--- src/rtl/alu_arbiter_if.sv ---
// Request, response and ALU-side bundle for alu_arbiter.
// The arbiter uses the slave view; the issuing units and the ALU use the master view.
interface alu_arbiter_if #(
    parameter int unsigned DATA_WIDTH = 32,
    parameter int unsigned SEL_WIDTH  = 4
);
    logic                  req0_valid;
    logic                  req0_ready;
    logic [DATA_WIDTH-1:0] req0_op1;
    logic [DATA_WIDTH-1:0] req0_op2;
    logic [SEL_WIDTH-1:0]  req0_sel;
    logic                  req1_valid;
    logic                  req1_ready;
    logic [DATA_WIDTH-1:0] req1_op1;
    logic [DATA_WIDTH-1:0] req1_op2;
    logic [SEL_WIDTH-1:0]  req1_sel;

    logic                  rsp0_valid;
    logic                  rsp0_ready;
    logic [DATA_WIDTH-1:0] rsp0_data;
    logic                  rsp0_err;
    logic                  rsp1_valid;
    logic                  rsp1_ready;
    logic [DATA_WIDTH-1:0] rsp1_data;
    logic                  rsp1_err;

    logic [DATA_WIDTH-1:0] alu_op1;
    logic [DATA_WIDTH-1:0] alu_op2;
    logic [SEL_WIDTH-1:0]  alu_sel;
    logic [DATA_WIDTH-1:0] alu_out;
    logic                  busy;

    modport slave (
        input  req0_valid, req0_op1, req0_op2, req0_sel,
        input  req1_valid, req1_op1, req1_op2, req1_sel,
        output req0_ready, req1_ready,
        output rsp0_valid, rsp0_data, rsp0_err,
        output rsp1_valid, rsp1_data, rsp1_err,
        input  rsp0_ready, rsp1_ready,
        output alu_op1, alu_op2, alu_sel, busy,
        input  alu_out
    );

    modport master (
        output req0_valid, req0_op1, req0_op2, req0_sel,
        output req1_valid, req1_op1, req1_op2, req1_sel,
        input  req0_ready, req1_ready,
        input  rsp0_valid, rsp0_data, rsp0_err,
        input  rsp1_valid, rsp1_data, rsp1_err,
        output rsp0_ready, rsp1_ready,
        input  alu_op1, alu_op2, alu_sel, busy,
        output alu_out
    );
endinterface

--- src/rtl/alu_arbiter.sv ---
// Two-port round-robin arbiter sharing one external combinational ALU.
// Operands are registered on grant; the ALU result is captured one cycle later.
module alu_arbiter #(
    parameter int unsigned DATA_WIDTH = 32,
    parameter int unsigned SEL_WIDTH  = 4
) (
    input  logic         clk,
    input  logic         rst,
    alu_arbiter_if.slave bus
);
    localparam logic [0:0] IDLE = 1'b0;
    localparam logic [0:0] EXEC = 1'b1;
    localparam logic [SEL_WIDTH-1:0] SEL_LAST = SEL_WIDTH'(10);

    logic [0:0]            r_state;
    logic                  r_last;
    logic                  r_owner;
    logic                  r_illegal;
    logic [DATA_WIDTH-1:0] r_op1;
    logic [DATA_WIDTH-1:0] r_op2;
    logic [SEL_WIDTH-1:0]  r_sel;
    logic [1:0]            r_rsp_valid;
    logic [1:0]            r_rsp_err;
    logic [DATA_WIDTH-1:0] r_rsp0_data;
    logic [DATA_WIDTH-1:0] r_rsp1_data;

    logic                  w_elig0;
    logic                  w_elig1;
    logic                  w_gnt0;
    logic                  w_gnt1;
    logic [DATA_WIDTH-1:0] w_op1;
    logic [DATA_WIDTH-1:0] w_op2;
    logic [SEL_WIDTH-1:0]  w_sel;
    logic                  w_illegal;
    logic [DATA_WIDTH-1:0] w_result;

    // A port with an undrained result is not eligible, even if it drains this cycle.
    always_comb begin
        w_elig0   = (r_state == IDLE) && bus.req0_valid && !r_rsp_valid[0];
        w_elig1   = (r_state == IDLE) && bus.req1_valid && !r_rsp_valid[1];
        w_gnt0    = w_elig0 && (!w_elig1 || r_last);
        w_gnt1    = w_elig1 && (!w_elig0 || !r_last);
        w_op1     = w_gnt1 ? bus.req1_op1 : bus.req0_op1;
        w_op2     = w_gnt1 ? bus.req1_op2 : bus.req0_op2;
        w_sel     = w_gnt1 ? bus.req1_sel : bus.req0_sel;
        w_illegal = (w_sel > SEL_LAST);
        w_result  = r_illegal ? '0 : bus.alu_out;
    end

    always_ff @(posedge clk or negedge rst) begin
        if (!rst) begin
            r_state     <= IDLE;
            r_last      <= 1'b1;
            r_owner     <= 1'b0;
            r_illegal   <= 1'b0;
            r_op1       <= '0;
            r_op2       <= '0;
            r_sel       <= '0;
            r_rsp_valid <= '0;
            r_rsp_err   <= '0;
            r_rsp0_data <= '0;
            r_rsp1_data <= '0;
        end else begin
            if (r_rsp_valid[0] && bus.rsp0_ready) r_rsp_valid[0] <= 1'b0;
            if (r_rsp_valid[1] && bus.rsp1_ready) r_rsp_valid[1] <= 1'b0;
            case (r_state)
                IDLE: begin
                    if (w_gnt0 || w_gnt1) begin
                        r_state   <= EXEC;
                        r_owner   <= w_gnt1;
                        r_last    <= w_gnt1;
                        r_op1     <= w_op1;
                        r_op2     <= w_op2;
                        r_sel     <= w_illegal ? '0 : w_sel;
                        r_illegal <= w_illegal;
                    end
                end
                EXEC: begin
                    r_state                <= IDLE;
                    r_rsp_valid[r_owner]   <= 1'b1;
                    r_rsp_err[r_owner]     <= r_illegal;
                    if (r_owner) r_rsp1_data <= w_result;
                    else         r_rsp0_data <= w_result;
                end
                default: r_state <= IDLE;
            endcase
        end
    end

    assign bus.req0_ready = w_gnt0 && rst;
    assign bus.req1_ready = w_gnt1 && rst;
    assign bus.rsp0_valid = r_rsp_valid[0];
    assign bus.rsp1_valid = r_rsp_valid[1];
    assign bus.rsp0_err   = r_rsp_err[0];
    assign bus.rsp1_err   = r_rsp_err[1];
    assign bus.rsp0_data  = r_rsp0_data;
    assign bus.rsp1_data  = r_rsp1_data;
    assign bus.alu_op1    = r_op1;
    assign bus.alu_op2    = r_op2;
    assign bus.alu_sel    = r_sel;
    assign bus.busy       = (r_state == EXEC);
endmodule

--- src/flat_wrapper.sv ---
// flat-port wrapper written by rule: the top's interface ports become plain ports
module alu_arbiter_flat 
#(
    parameter int unsigned DATA_WIDTH = 32,
    parameter int unsigned SEL_WIDTH  = 4
)
  (clk, rst, bus_req0_valid, bus_req0_op1, bus_req0_op2, bus_req0_sel, bus_req1_valid, bus_req1_op1, bus_req1_op2, bus_req1_sel, bus_req0_ready, bus_req1_ready, bus_rsp0_valid, bus_rsp0_data, bus_rsp0_err, bus_rsp1_valid, bus_rsp1_data, bus_rsp1_err, bus_rsp0_ready, bus_rsp1_ready, bus_alu_op1, bus_alu_op2, bus_alu_sel, bus_busy, bus_alu_out);
  alu_arbiter_if #(.DATA_WIDTH(DATA_WIDTH), .SEL_WIDTH(SEL_WIDTH)) bus_i ();
  input  logic clk;
  input  logic rst;
  input wire logic [$bits(bus_i.req0_valid)-1:0] bus_req0_valid;
  input wire logic [$bits(bus_i.req0_op1)-1:0] bus_req0_op1;
  input wire logic [$bits(bus_i.req0_op2)-1:0] bus_req0_op2;
  input wire logic [$bits(bus_i.req0_sel)-1:0] bus_req0_sel;
  input wire logic [$bits(bus_i.req1_valid)-1:0] bus_req1_valid;
  input wire logic [$bits(bus_i.req1_op1)-1:0] bus_req1_op1;
  input wire logic [$bits(bus_i.req1_op2)-1:0] bus_req1_op2;
  input wire logic [$bits(bus_i.req1_sel)-1:0] bus_req1_sel;
  output wire logic [$bits(bus_i.req0_ready)-1:0] bus_req0_ready;
  output wire logic [$bits(bus_i.req1_ready)-1:0] bus_req1_ready;
  output wire logic [$bits(bus_i.rsp0_valid)-1:0] bus_rsp0_valid;
  output wire logic [$bits(bus_i.rsp0_data)-1:0] bus_rsp0_data;
  output wire logic [$bits(bus_i.rsp0_err)-1:0] bus_rsp0_err;
  output wire logic [$bits(bus_i.rsp1_valid)-1:0] bus_rsp1_valid;
  output wire logic [$bits(bus_i.rsp1_data)-1:0] bus_rsp1_data;
  output wire logic [$bits(bus_i.rsp1_err)-1:0] bus_rsp1_err;
  input wire logic [$bits(bus_i.rsp0_ready)-1:0] bus_rsp0_ready;
  input wire logic [$bits(bus_i.rsp1_ready)-1:0] bus_rsp1_ready;
  output wire logic [$bits(bus_i.alu_op1)-1:0] bus_alu_op1;
  output wire logic [$bits(bus_i.alu_op2)-1:0] bus_alu_op2;
  output wire logic [$bits(bus_i.alu_sel)-1:0] bus_alu_sel;
  output wire logic [$bits(bus_i.busy)-1:0] bus_busy;
  input wire logic [$bits(bus_i.alu_out)-1:0] bus_alu_out;
  assign bus_i.req0_valid = bus_req0_valid;
  assign bus_i.req0_op1 = bus_req0_op1;
  assign bus_i.req0_op2 = bus_req0_op2;
  assign bus_i.req0_sel = bus_req0_sel;
  assign bus_i.req1_valid = bus_req1_valid;
  assign bus_i.req1_op1 = bus_req1_op1;
  assign bus_i.req1_op2 = bus_req1_op2;
  assign bus_i.req1_sel = bus_req1_sel;
  assign bus_req0_ready = bus_i.req0_ready;
  assign bus_req1_ready = bus_i.req1_ready;
  assign bus_rsp0_valid = bus_i.rsp0_valid;
  assign bus_rsp0_data = bus_i.rsp0_data;
  assign bus_rsp0_err = bus_i.rsp0_err;
  assign bus_rsp1_valid = bus_i.rsp1_valid;
  assign bus_rsp1_data = bus_i.rsp1_data;
  assign bus_rsp1_err = bus_i.rsp1_err;
  assign bus_i.rsp0_ready = bus_rsp0_ready;
  assign bus_i.rsp1_ready = bus_rsp1_ready;
  assign bus_alu_op1 = bus_i.alu_op1;
  assign bus_alu_op2 = bus_i.alu_op2;
  assign bus_alu_sel = bus_i.alu_sel;
  assign bus_busy = bus_i.busy;
  assign bus_i.alu_out = bus_alu_out;
  alu_arbiter #(.DATA_WIDTH(DATA_WIDTH), .SEL_WIDTH(SEL_WIDTH)) u_core (.clk(clk), .rst(rst), .bus(bus_i));
endmodule
--- config.mk ---
export PLATFORM = sky130hd
export DESIGN_NAME = alu_arbiter_flat
export DESIGN_NICKNAME = d
export VERILOG_FILES = /design/src/rtl/alu_arbiter_if.sv /design/src/rtl/alu_arbiter.sv /design/src/flat_wrapper.sv
export SDC_FILE = /design/constraint.sdc
export NUM_CORES = 1
export LEC_CHECK = 0
export BUFFER_PORTS_ARGS = -buffer_cell sky130_fd_sc_hd__buf_2
export CAP_MARGIN = 30
export CORE_AREA = 2 2 122 124
export CTS_CLUSTER_SIZE = 12
export DETAILED_ROUTE_END_ITERATION = 6
export DIE_AREA = 0 0 124 126
export HOLD_SLACK_MARGIN = 0.02
export PLACE_DENSITY = 0.82
export SETUP_SLACK_MARGIN = 0.5
export SYNTH_ARGS = -nofsm -noshare
export SYNTH_HDL_FRONTEND = slang
export SYNTH_SLANG_ARGS = --single-unit
--- constraint.sdc ---
create_clock -name clk -period 1.85 [get_ports clk]
set_input_delay 0 -clock clk [delete_from_list [all_inputs] [get_ports clk]]
set_output_delay 0 -clock clk [all_outputs]
set_load 0.01 [all_outputs]
# After elaboration in Yosys (flattened, before gate mapping)
# Index checks and enable logic that the tools add are counted.
dict set report totals {
  ff_bits 140
  output_inout_bits 139
}
dict set report op_classes {
  n_bitwise 3
  reduce_logical 22
  magnitude_cmp 3
  mux 13
}
# cell count
set ops {}
lappend ops {{$mux 32} 3}
lappend ops {{$logic_and 1x1->1} 11}
lappend ops {{$mux 4} 2}
lappend ops {{$reduce_and 2->1} 3}
lappend ops {{$logic_not 1->1} 5}
lappend ops {{$gt 4x4->1 const B} 1}
lappend ops {{$mux 1} 4}
lappend ops {{$logic_or 1x1->1} 3}
lappend ops {{$bwmux 2} 1}
lappend ops {{$lt 1x2->1 const B} 1}
lappend ops {{$mux 2} 1}
lappend ops {{$not 1->1} 2}
lappend ops {{$or 2x2->2} 1}
lappend ops {{$pmux 1 s2} 1}
lappend ops {{$demux 1 s1} 1}
lappend ops {{$ge 1x1->1 const B} 1}

# Depth between registers and ports, before layout
# Gate-level depths: netlist of run 1.
dict set report logic_depth {
  word_depth 9
  mapped_depth 6
  ltp_nobuf 4
}

# Worst setup path after synthesis of run 1
# OpenSTA, ideal clock, no wires.
dict set report synth_path {
  path_type {reg-to-reg}
  startpoint {reg u_core.r_rsp_valid[0]}
  endpoint {reg u_core.r_op2[15] (netlist: u_core.bus.alu_op2[15])}
  setup_time_ps 141
  period_less_slack_ps 1494
  arrival_time_ps 1353
  path_slack_ps 356
  path_stages_with_launch 6
  cell_sequence {dfrtp_1 -> nand2b_4 -> a21oi_2 -> buf_2 -> buf_1 -> a31oi_1}
}
dict set report synth_via {
  elab_chain_len 7
  word_cells_on_any_way 9
  cone_classes {1 x mux; 8 x reduce/logical}
}
# element line
set synth_rtl {}
lappend synth_rtl {{start: declaration} alu_arbiter.sv:22} ;# logic [1:0] r_rsp_valid;
lappend synth_rtl {{start signal: assignment} alu_arbiter.sv:59} ;# r_rsp_valid <= '0;
lappend synth_rtl {{start signal: indexed assignment} alu_arbiter.sv:80} ;# r_rsp_valid[r_owner] <= 1'b1;
lappend synth_rtl {{$logic_not 1->1 (*)} alu_arbiter.sv:39} ;# w_elig0 = (r_state == IDLE) && bus.req0_valid && !r_rsp_valid[0];
lappend synth_rtl {{$logic_and 1x1->1 (*)} alu_arbiter.sv:39}
lappend synth_rtl {{$logic_not 1->1} alu_arbiter.sv:42} ;# w_gnt1 = w_elig1 && (!w_elig0 || !r_last);
lappend synth_rtl {{$logic_or 1x1->1} alu_arbiter.sv:42}
lappend synth_rtl {{$logic_and 1x1->1} alu_arbiter.sv:42}
lappend synth_rtl {{$logic_or 1x1->1} alu_arbiter.sv:68} ;# if (w_gnt0 || w_gnt1) begin
lappend synth_rtl {{$reduce_and 2->1 (no source line)} -}
lappend synth_rtl {{end signal: assignment} alu_arbiter.sv:73} ;# r_op2 <= w_op2;
lappend synth_rtl {{end: declaration} alu_arbiter.sv:20} ;# logic [DATA_WIDTH-1:0] r_op2;
# Every way passes the cells marked *; elsewhere a longest branch is shown, timed or not.
# A chain may end at the register's enable or synchronous reset.

# Worst setup path in the final report of run 1
dict set report layout_path {
  startpoint {reg u_core.r_rsp_valid[1]}
  endpoint {reg u_core.r_op1[23] (netlist: u_core.bus.alu_op1[23])}
}
dict set report layout_via {
  elab_chain_len 7
  word_cells_on_any_way 9
  cone_classes {1 x mux; 8 x reduce/logical}
}
# element line
set layout_rtl {}
lappend layout_rtl {{$logic_not 1->1 (*)} alu_arbiter.sv:40} ;# w_elig1 = (r_state == IDLE) && bus.req1_valid && !r_rsp_valid[1];
lappend layout_rtl {{$logic_and 1x1->1 (*)} alu_arbiter.sv:40}
lappend layout_rtl {{$logic_not 1->1} alu_arbiter.sv:41} ;# w_gnt0 = w_elig0 && (!w_elig1 || r_last);
lappend layout_rtl {{$logic_or 1x1->1} alu_arbiter.sv:41}
lappend layout_rtl {{$logic_and 1x1->1} alu_arbiter.sv:41}
lappend layout_rtl {{$logic_or 1x1->1} alu_arbiter.sv:68}
lappend layout_rtl {{$reduce_and 2->1 (no source line)} -}
lappend layout_rtl {{end signal: assignment} alu_arbiter.sv:72} ;# r_op1 <= w_op1;
lappend layout_rtl {{end: declaration} alu_arbiter.sv:19} ;# logic [DATA_WIDTH-1:0] r_op1;
# Marks and branches as above.

==> results of run 1 <==
layout make-up:
cell class / count / area share [%]
Sequential cell: 140 / 30.5
Clock buffer: 20 / 3.88
Timing Repair Buffer: 548 / 39.1
Tap cell: 184 / 2.00
Antenna cell: 7 / 0.152
Clock inverter: 12 / 1.41
Inverter: 3 / 0.0978
Multi-Input combinational cell: 462 / 22.9
cell usage after synthesis:
master / n
sky130_fd_sc_hd__a21oi_1: 3
sky130_fd_sc_hd__dfstp_2: 1
sky130_fd_sc_hd__nand2b_1: 32
sky130_fd_sc_hd__a211oi_4: 1
sky130_fd_sc_hd__nand2b_4: 2
sky130_fd_sc_hd__nor3_1: 1
sky130_fd_sc_hd__o21ai_0: 72
sky130_fd_sc_hd__buf_4: 1
sky130_fd_sc_hd__nand3_1: 6
sky130_fd_sc_hd__nor2_1: 72
sky130_fd_sc_hd__clkbuf_2: 1
sky130_fd_sc_hd__clkbuf_1: 25
sky130_fd_sc_hd__buf_1: 1
sky130_fd_sc_hd__dfrtp_1: 139
sky130_fd_sc_hd__a21oi_2: 1
sky130_fd_sc_hd__a211o_2: 1
sky130_fd_sc_hd__and2_1: 1
sky130_fd_sc_hd__mux2_2: 2
sky130_fd_sc_hd__nand3b_1: 4
sky130_fd_sc_hd__nand2_1: 194
sky130_fd_sc_hd__buf_6: 7
sky130_fd_sc_hd__nor2b_4: 1
sky130_fd_sc_hd__buf_2: 13
sky130_fd_sc_hd__inv_1: 3
sky130_fd_sc_hd__a31oi_1: 69
worst paths after layout:
check | from | to | cells after the start | slack [ns]
worst max-delay path | u_core.r_rsp_valid[1]$_DFF_PN0_ | u_core.bus.alu_op1[23]$_DFFE_PN0P_ | 7 | 0.04
max in group asynchronous | rst | u_core.bus.alu_op2[24]$_DFFE_PN0P_ | 3 | 0.65
worst min register to register | u_core.bus.rsp0_data[10]$_DFFE_PN0P_ | u_core.bus.rsp0_data[10]$_DFFE_PN0P_ | 2 | 0.48
worst max register to register | u_core.r_rsp_valid[1]$_DFF_PN0_ | u_core.bus.alu_op1[23]$_DFFE_PN0P_ | 7 | 0.04
worst min-delay path | bus_req1_valid | u_core.r_last$_DFFE_PN1P_ | 6 | 0.07
min in group asynchronous | rst | u_core.bus.alu_op1[14]$_DFFE_PN0P_ | 3 | 0.26
critical path: stages, from the launching register on:
cell	delay, ns
sky130_fd_sc_hd__dfrtp_1	0.39
sky130_fd_sc_hd__nand2b_4	0.17
sky130_fd_sc_hd__buf_4	0.15
sky130_fd_sc_hd__a211o_4	0.31
sky130_fd_sc_hd__buf_12	0.17
sky130_fd_sc_hd__clkbuf_16	0.18
sky130_fd_sc_hd__nand2_1	0.13
sky130_fd_sc_hd__a31oi_1	0.16
state kept, by name, indices dropped and copies added (netlist names):
name                  count
u_core.bus.alu_op1       32
u_core.bus.alu_op2       32
u_core.bus.rsp0_data     32
u_core.bus.rsp1_data     32
u_core.bus.alu_sel        4
u_core.r_rsp_err          2
u_core.r_rsp_valid        2
u_core.bus.busy           1
u_core.r_illegal          1
u_core.r_last             1
u_core.r_owner            1
repair_timing:
action,CTS,global route
hold buffers,173,0
cloned,17,13
hold endpoints to repair,276,0
setup buffers,16,2
endpoints found under the setup margin,72,148
pin swaps,4,51
gates resized for setup,34,114
metrics by stage:
stage	util (%)	setup slack [ns]	power, mW
2_1_floorplan	-	0.394	8.92
3_3_place_gp	53.8	0.299	11.2
3_5_place_dp	53.8	0.260	11.4
4_1_cts	75.1	0.182	16.8
5_1_grt	80.4	0.0703	19.9
6_report	80.4	0.0377	19.2
cell families (layout without fill, tap and decap cells):
logic type / after synthesis / in the layout
and+or+nand+nor: 313 / 313
AOI/OAI and AO/OA: 147 / 147
DFF: 140 / 140
buffers and inverters: 51 / 583
muxes: 2 / 2
other: 0 / 7
routing by layer:
layer  up-vias  wire (um)  track usage, %
li1       3230          -               -
met3       314       4710            12.2
met1      3733      10600            37.4
met2       858      14700            57.0
met4         0       3360            25.9
met5         -          0               0
power by group:
part           switching (mW)  internal [mW]
Sequential               1.02           4.51
Combinational            5.62           4.47
Clock                    1.42           2.17
==> results.md, run 1 <==
- Setup violations remaining at the end of the flow were counted as 0.
- The vias per cell is around 5.9.
- The number of buffers created by CTS is 17.
- The detailed router's first-iteration violation count is about 1.0k.
- The overall routing resource usage is 35.1%.
- The highest fanout seen on the critical path is 8.
- The worst hold-check slack is 0.0737 ns.
- The clock input transition at the sequential cells of the worst setup and hold paths is 0.06 ns.
- Routability-driven placement finished with a final weighted congestion of around 0.81.
- When the netlist entered floorplanning its net count stood at ~830.
- STA classifies the critical path startpoint as a flop.
- The count of endpoints failing hold in the final timing report came to 0.
- The most common cell after layout, fill and taps aside is sky130_fd_sc_hd__buf_2.
- The routed length per placed instance is ~24 um.
- STA puts the critical path data required time at approximately 2.1 ns.
- The setup skew after layout is around 0.017 ns.
- Fill cells in the final layout number roughly 730.
- The non-filler instance count after layout is roughly 1.4k.
- For the worst setup path, the data arrival time is around 2.1 ns.
- The number of global-route vias before repair is slightly below 8k.
- The area added between synthesis and finish is 93.4%.
- Leaving out fill and tap cells, the most frequent cells in the layout are sky130_fd_sc_hd__buf_2, sky130_fd_sc_hd__dlygate4sd3_1, sky130_fd_sc_hd__nand2_1.
- The starting density of the core is 41.6%.
- The number of primary I/O pins is between 300 and 400.
- Before antenna repair, the detailed router went through 7 iterations.
- After synthesis the cells add up to about 5900 um2.
- The root buffer cell is sky130_fd_sc_hd__clkbuf_16.
- The die is between 100 and 150 um wide.
- The total number of yosys warnings is 0.
- The later-pin clock latency in the skew report is approximately 0.43 ns.
- The critical path is of the reg -> reg type.
- In the routed design, unresolved DRC markers number 0.
- The worst supply voltage drop on vdd is ~1.0 mV.
- The synthesized netlist devotes 0% of its cell area to adder and majority cells.
- Counting every instance in the synthesized netlist gives between 600 and 700.
- The synthesized design contains 140 register bits.
- The first-pass GRT wire length is ~41,000 um.
- The synthesized netlist devotes roughly 22% of its cell area to simple gates.
- The final layout contains about 1.3k nets.
- Once detailed placement completed, the half-perimeter wirelength came to roughly 13,000 um.
- Summing the areas of all compound-gate instances in the mapped netlist gives about 14% of the synthesized area.
- The time the worst path needs with I/O delays and setup is 1.81 ns.
- Summed over all layers, the routed wires come to 33,400 um.
- In this run the static leakage power is between 5 and 6 nW.
- The relative slew slack is a little over a third.
- The worst-margin pin slew is between 0.9 and 1 ns.
- The fmax is around 550 MHz.
- The average instance in the mapped netlist occupies about 9.1 um2.
- The run finished with clean final reports.
- The footprint of the multi-input gates is 2630 um2.
- The area fraction of the dominant cell type after synthesis is approximately three fifths.
- The number of max-slew violations in the final report was 0.
- The via total after detailed routing is around 8.1k.
- The biggest area consumer among synthesized cells is sky130_fd_sc_hd__dfrtp_1.
- The final worst-path cycle share is between 90% and 100%.
- The number of cell rows is between 40 and 50.
- The full die area is 15,600 um2.
- TritonCTS built the clock tree.
- The portion of synthesized area spent on multiplexers is less than 1%.
- Once placement finished, the instance area stood at between 7000 and 8000 um2.
- The H-tree was split into 4 levels.
- The core area is roughly 14,000 um2.
- After synthesis, flip-flops and latches occupy between 50% and 60% of the total area.
- Summing all non-filler instances in the final layout gives an area of between 10,000 and 15,000 um2.
- The buffer depth of the longest clock path is 2.
- The number of buffers inserted by port buffering is ~310.
- After detailed placement, the design holds a cell count of approximately 1.1k.
- The main combinational cell family by area after synthesis is simple AND/OR/NAND/NOR gates.
- The initial antenna violation count was 7.
- The max-cap violation count is 0.
- The type of element capturing the critical path is a flop.
- The clock net in this run drives a total of 140 sinks.
- The total overflow left after global routing is 0.
- The class of the most critical hold timing path is in -> reg.
- The post-detailed-route count of antenna-violating nets is 0.
- The footprint of the flip-flops and latches is ~3500 um2.
- The xor/xnor cell area share of the yosys netlist is 0%.
- The distinct cell type count after synthesis is 25.
- Setup repair after global routing could not meet its margin everywhere.
- For this design the ratio of total power to cell area is 1670 nW/um2.
- After synthesis, the cell types taking the most area are sky130_fd_sc_hd__dfrtp_1, sky130_fd_sc_hd__nand2_1, sky130_fd_sc_hd__a31oi_1.
- The floorplan step set the die height to around 130 um.
- The setup TNS after final layout is 0 ns.
- The share of final-layout standard cells stronger than drive strength 1 is a little over two fifths.
- The maximum number of pins on one net before global-route repair is 73.
Note: power is estimated with default switching activity, not from simulation.
==> run 2, diff against run 1 <==
--- a/config.mk
+++ b/config.mk
@@ -13,6 +13,7 @@
 export DIE_AREA = 0 0 124 126
 export HOLD_SLACK_MARGIN = 0.02
 export PLACE_DENSITY = 0.82
+export RECOVER_POWER = 100
 export SETUP_SLACK_MARGIN = 0.5
 export SYNTH_ARGS = -nofsm -noshare
 export SYNTH_HDL_FRONTEND = slang
==> results.md, run 2 (same netlist as run 1, synthesis figures left out) <==
- The flow ran to the end, but the final reports show violations.
- The checks that failed: negative setup slack.
- The kind of critical path is reg -> reg.
- The count of endpoints failing hold in the final timing report was 0.
- Setup slack on the critical path of the routed design comes to -0.0117 ns.
- The DRC violations left is 0.
- The first-pass GRT wire length is slightly above 40,000 um.
- At the later pin of the worst-skew pair, clock insertion delay measures around 0.43 ns.
- The overall routing resource usage is 35.1%.
- Leaving out filler cells and counting taps, the final layout contains approximately 1.4k.
- The clock tree from TritonCTS is built.
- The number of cell rows is 44.
- Grouping stages by cell kind, the critical path spends the most delay in buffers and inverters.
- The endpoint identified for the worst register-to-register timing path is u_core.bus.alu_op1[23]$_DFFE_PN0P_.
- Including well taps, the total number of placed cells is 1,116.
- The max-cap violation count is 0.
- The slowest stage of the critical path is the sky130_fd_sc_hd__dfrtp_1 cell.
- The initial antenna violation count is 7.
- The worst-margin pin slew is ~1.4 ns.
- The signal arrival time at the worst endpoint is approximately 2.1 ns.
- The highest layer touched by signal routing is met4.
- The global placement routability congestion is roughly 0.81.
- The number of buffers created by CTS is 17.
- The overall power after layout is ~19 mW.
- The fmax is roughly 540 MHz.
- The startpoint identified for the worst hold timing path is bus_req1_valid.
- Compared with the post-synthesis result, the final layout area differs by 88.3%.
- Setup violations remaining at the end of the flow were counted as 1.
- The core region is about 14,000 um2.
- The initial utilization of the core area, before any placement, comes to about two fifths.
- The met1 layer wirelength in the final routing is roughly 11,000 um.
- The number of max-slew violations in the final report came to 0.
- Dividing the detail-routed via count by the number of cells gives ~5.9.
- The detail route stage leaves a number of antenna-violating nets equal to 0.
- The number of primary I/O pins is roughly 310.
- The data required time of the worst path is between 2 and 2.5 ns.
- In the detailed route, the total length drawn on met2 is between 10,000 and 15,000 um.
- The maximum number of pins on one net before global-route repair is 73.
- The startpoint of the worst-slack reg-to-reg timing path is u_core.r_rsp_valid[1]$_DFF_PN0_.
- The die covers between 15,000 and 20,000 um2.
- The tightest min-delay check is of the in -> reg type.
- The startpoint type of the worst setup path is a flop.
- The wire length reported by the detailed router is between 30,000 and 40,000 um.
- IR analysis of the VDD net gives a maximum drop of just under 1 mV.
- In the layout the commonest cells are sky130_fd_sc_hd__buf_2, sky130_fd_sc_hd__dlygate4sd3_1, sky130_fd_sc_hd__nand2_1.
- Clock tree synthesis found a total of 140 sinks.
- After clock tree synthesis, the clock-pin slew on the worst setup and hold paths is ~0.060 ns.
- The leakage component of the power is slightly above 5 nW.
- The post-detailed-placement half-perimeter wirelength is roughly 13,000 um.
- The number of cell instances on the worst register-to-register path is 7.
- The net total in the final layout is between 1k and 1.5k.
- The sum of overflow across all layers after global routing is 0.
- The type of element capturing the critical path is a flop.
- The floorplan die width is 124 um.
- The final worst-path cycle share is 101%.
- The detailed router's first-iteration violation count is 894.
- Headroom to the max-slew limit came out at between 8 and 9%.
- The stage delay of the slowest cell on the critical path is ~0.4 ns.
- The post-route netlist has 28.9% of its cells at a drive strength greater than 1.
- The signal on the critical path passes through nand2b_4 -> clkbuf_4 -> a211o_1 -> buf_12 -> clkbuf_16 -> nand2_1 -> a31oi_1.
- Of all nets on the critical path, the largest fanout is 8.
- The root buffer cell is sky130_fd_sc_hd__clkbuf_16.
- The die span in y is around 130 um.
- In this run the deepest clock path goes through 2 buffers.
- The count of TritonRoute iterations in the first routing pass is 6.
- In this run the register-to-register setup slack is -0.01 ns.
- Power spread over the standard cell area amounts to 1660 nW/um2.
- Along the worst hold path, the cell count comes to 6.
- The most common cell after layout, fill and taps aside is sky130_fd_sc_hd__buf_2.
- The via total after detailed routing is between 8k and 9k.
- The time the worst path needs with I/O delays and setup is between 1.5 and 2 ns.
- The number of global-route vias before repair is approximately 7.9k.
- The number of buffers inserted by port buffering is about 310.
- Setup repair after global routing could not meet its margin everywhere.
- The maximum level of the CTS H-tree is 4.
- The routed length on met3 is 4310 um.
- The end point of the most critical hold path is u_core.r_last$_DFFE_PN1P_.
- The buffer and inverter count on the worst path is 3.
- Dividing the detail-routed wire length by the instance count gives 23.9 um.
- The setup skew after layout is 0.0151 ns.
==> run 2: cell count changes in the layout (fill, tap and decap cells not counted), sizes merged <==
cell	change
dlymetal6s4s	-1
clkbuf	+145
diode	+1
buf	-144
==> run 2: layout make-up <==
class | count | area (um2)
fillers | 869 | 3110
repair buffers | 548 | 4280
flip-flops and latches | 140 | 3500
multi-input cells | 462 | 2550
inverters | 3 | 11.3
well taps | 184 | 230
clock inverters | 12 | 163
diodes | 8 | 20.0
clock buffers | 20 | 447
==> run 2: report_power, final <==
part | switching (mW) | internal (mW) | total, mW
clock | 1.42 | 2.17 | 3.59
sequential | 1.03 | 4.51 | 5.54
combinational | 5.51 | 4.01 | 9.51
==> run 2: routing by layer <==
metal  global-route usage (%)  vias to the layer above
met3                     12.2                      311
met4                     25.9                        0
met2                     57.0                      838
met5                        0                        -
met1                     37.4                     3691
li1                         -                     3229
==> run 2: metrics by stage <==
| stage | hold slack, ns | area [um2] | utilization [%] | TNS [ns] | setup slack, ns |
|---|---|---|---|---|---|
| finish | 0.0722 | 11200 | 78.3 | -0.0117 | -0.0117 |
| CTS | 0.0707 | 10700 | 75.1 | 0 | 0.182 |
| floorplan | -0.296 | 5980 | - | 0 | 0.394 |
| global placement | -0.141 | 7690 | 53.8 | 0 | 0.299 |
| detailed placement | -0.140 | 7690 | 53.8 | 0 | 0.260 |
| global route | 0.0986 | 11200 | 78.2 | 0 | 0.000171 |
==> run 2: repair_timing <==
| item | CTS | global route |
|---|---|---|
| resized for setup | 34 | 114 |
| setup buffers | 16 | 2 |
| hold buffers | 173 | 0 |
| gates cloned | 17 | 13 |
| endpoints found under the hold margin | 276 | 0 |
| endpoints found under the setup margin | 72 | 148 |
| pin swaps | 4 | 51 |
==> run 2: how the worst max path moves through the flow <==
stage / from / to / depth (start not counted)
after floorplan: u_core.bus.busy$_DFF_PN0_ / u_core.r_illegal$_DFFE_PN0P_ / 5
after global placement: u_core.bus.busy$_DFF_PN0_ / u_core.bus.alu_op1[13]$_DFFE_PN0P_ / 5
after detailed placement: u_core.bus.busy$_DFF_PN0_ / u_core.bus.alu_op1[29]$_DFFE_PN0P_ / 5
after CTS: u_core.r_rsp_valid[1]$_DFF_PN0_ / bus_req1_ready / 5
after global routing: u_core.r_rsp_valid[1]$_DFF_PN0_ / u_core.bus.alu_op1[23]$_DFFE_PN0P_ / 7
final: u_core.r_rsp_valid[1]$_DFF_PN0_ / u_core.bus.alu_op1[23]$_DFFE_PN0P_ / 7
==> run 2: worst register-to-register path, cell delays in order, from the launching register on <==
cell and delay, ns:
sky130_fd_sc_hd__dfrtp_1 0.39, sky130_fd_sc_hd__nand2b_4 0.17, sky130_fd_sc_hd__clkbuf_4 0.14, sky130_fd_sc_hd__a211o_1 0.35, sky130_fd_sc_hd__buf_12 0.21, sky130_fd_sc_hd__clkbuf_16 0.17, sky130_fd_sc_hd__nand2_1 0.13, sky130_fd_sc_hd__a31oi_1 0.16
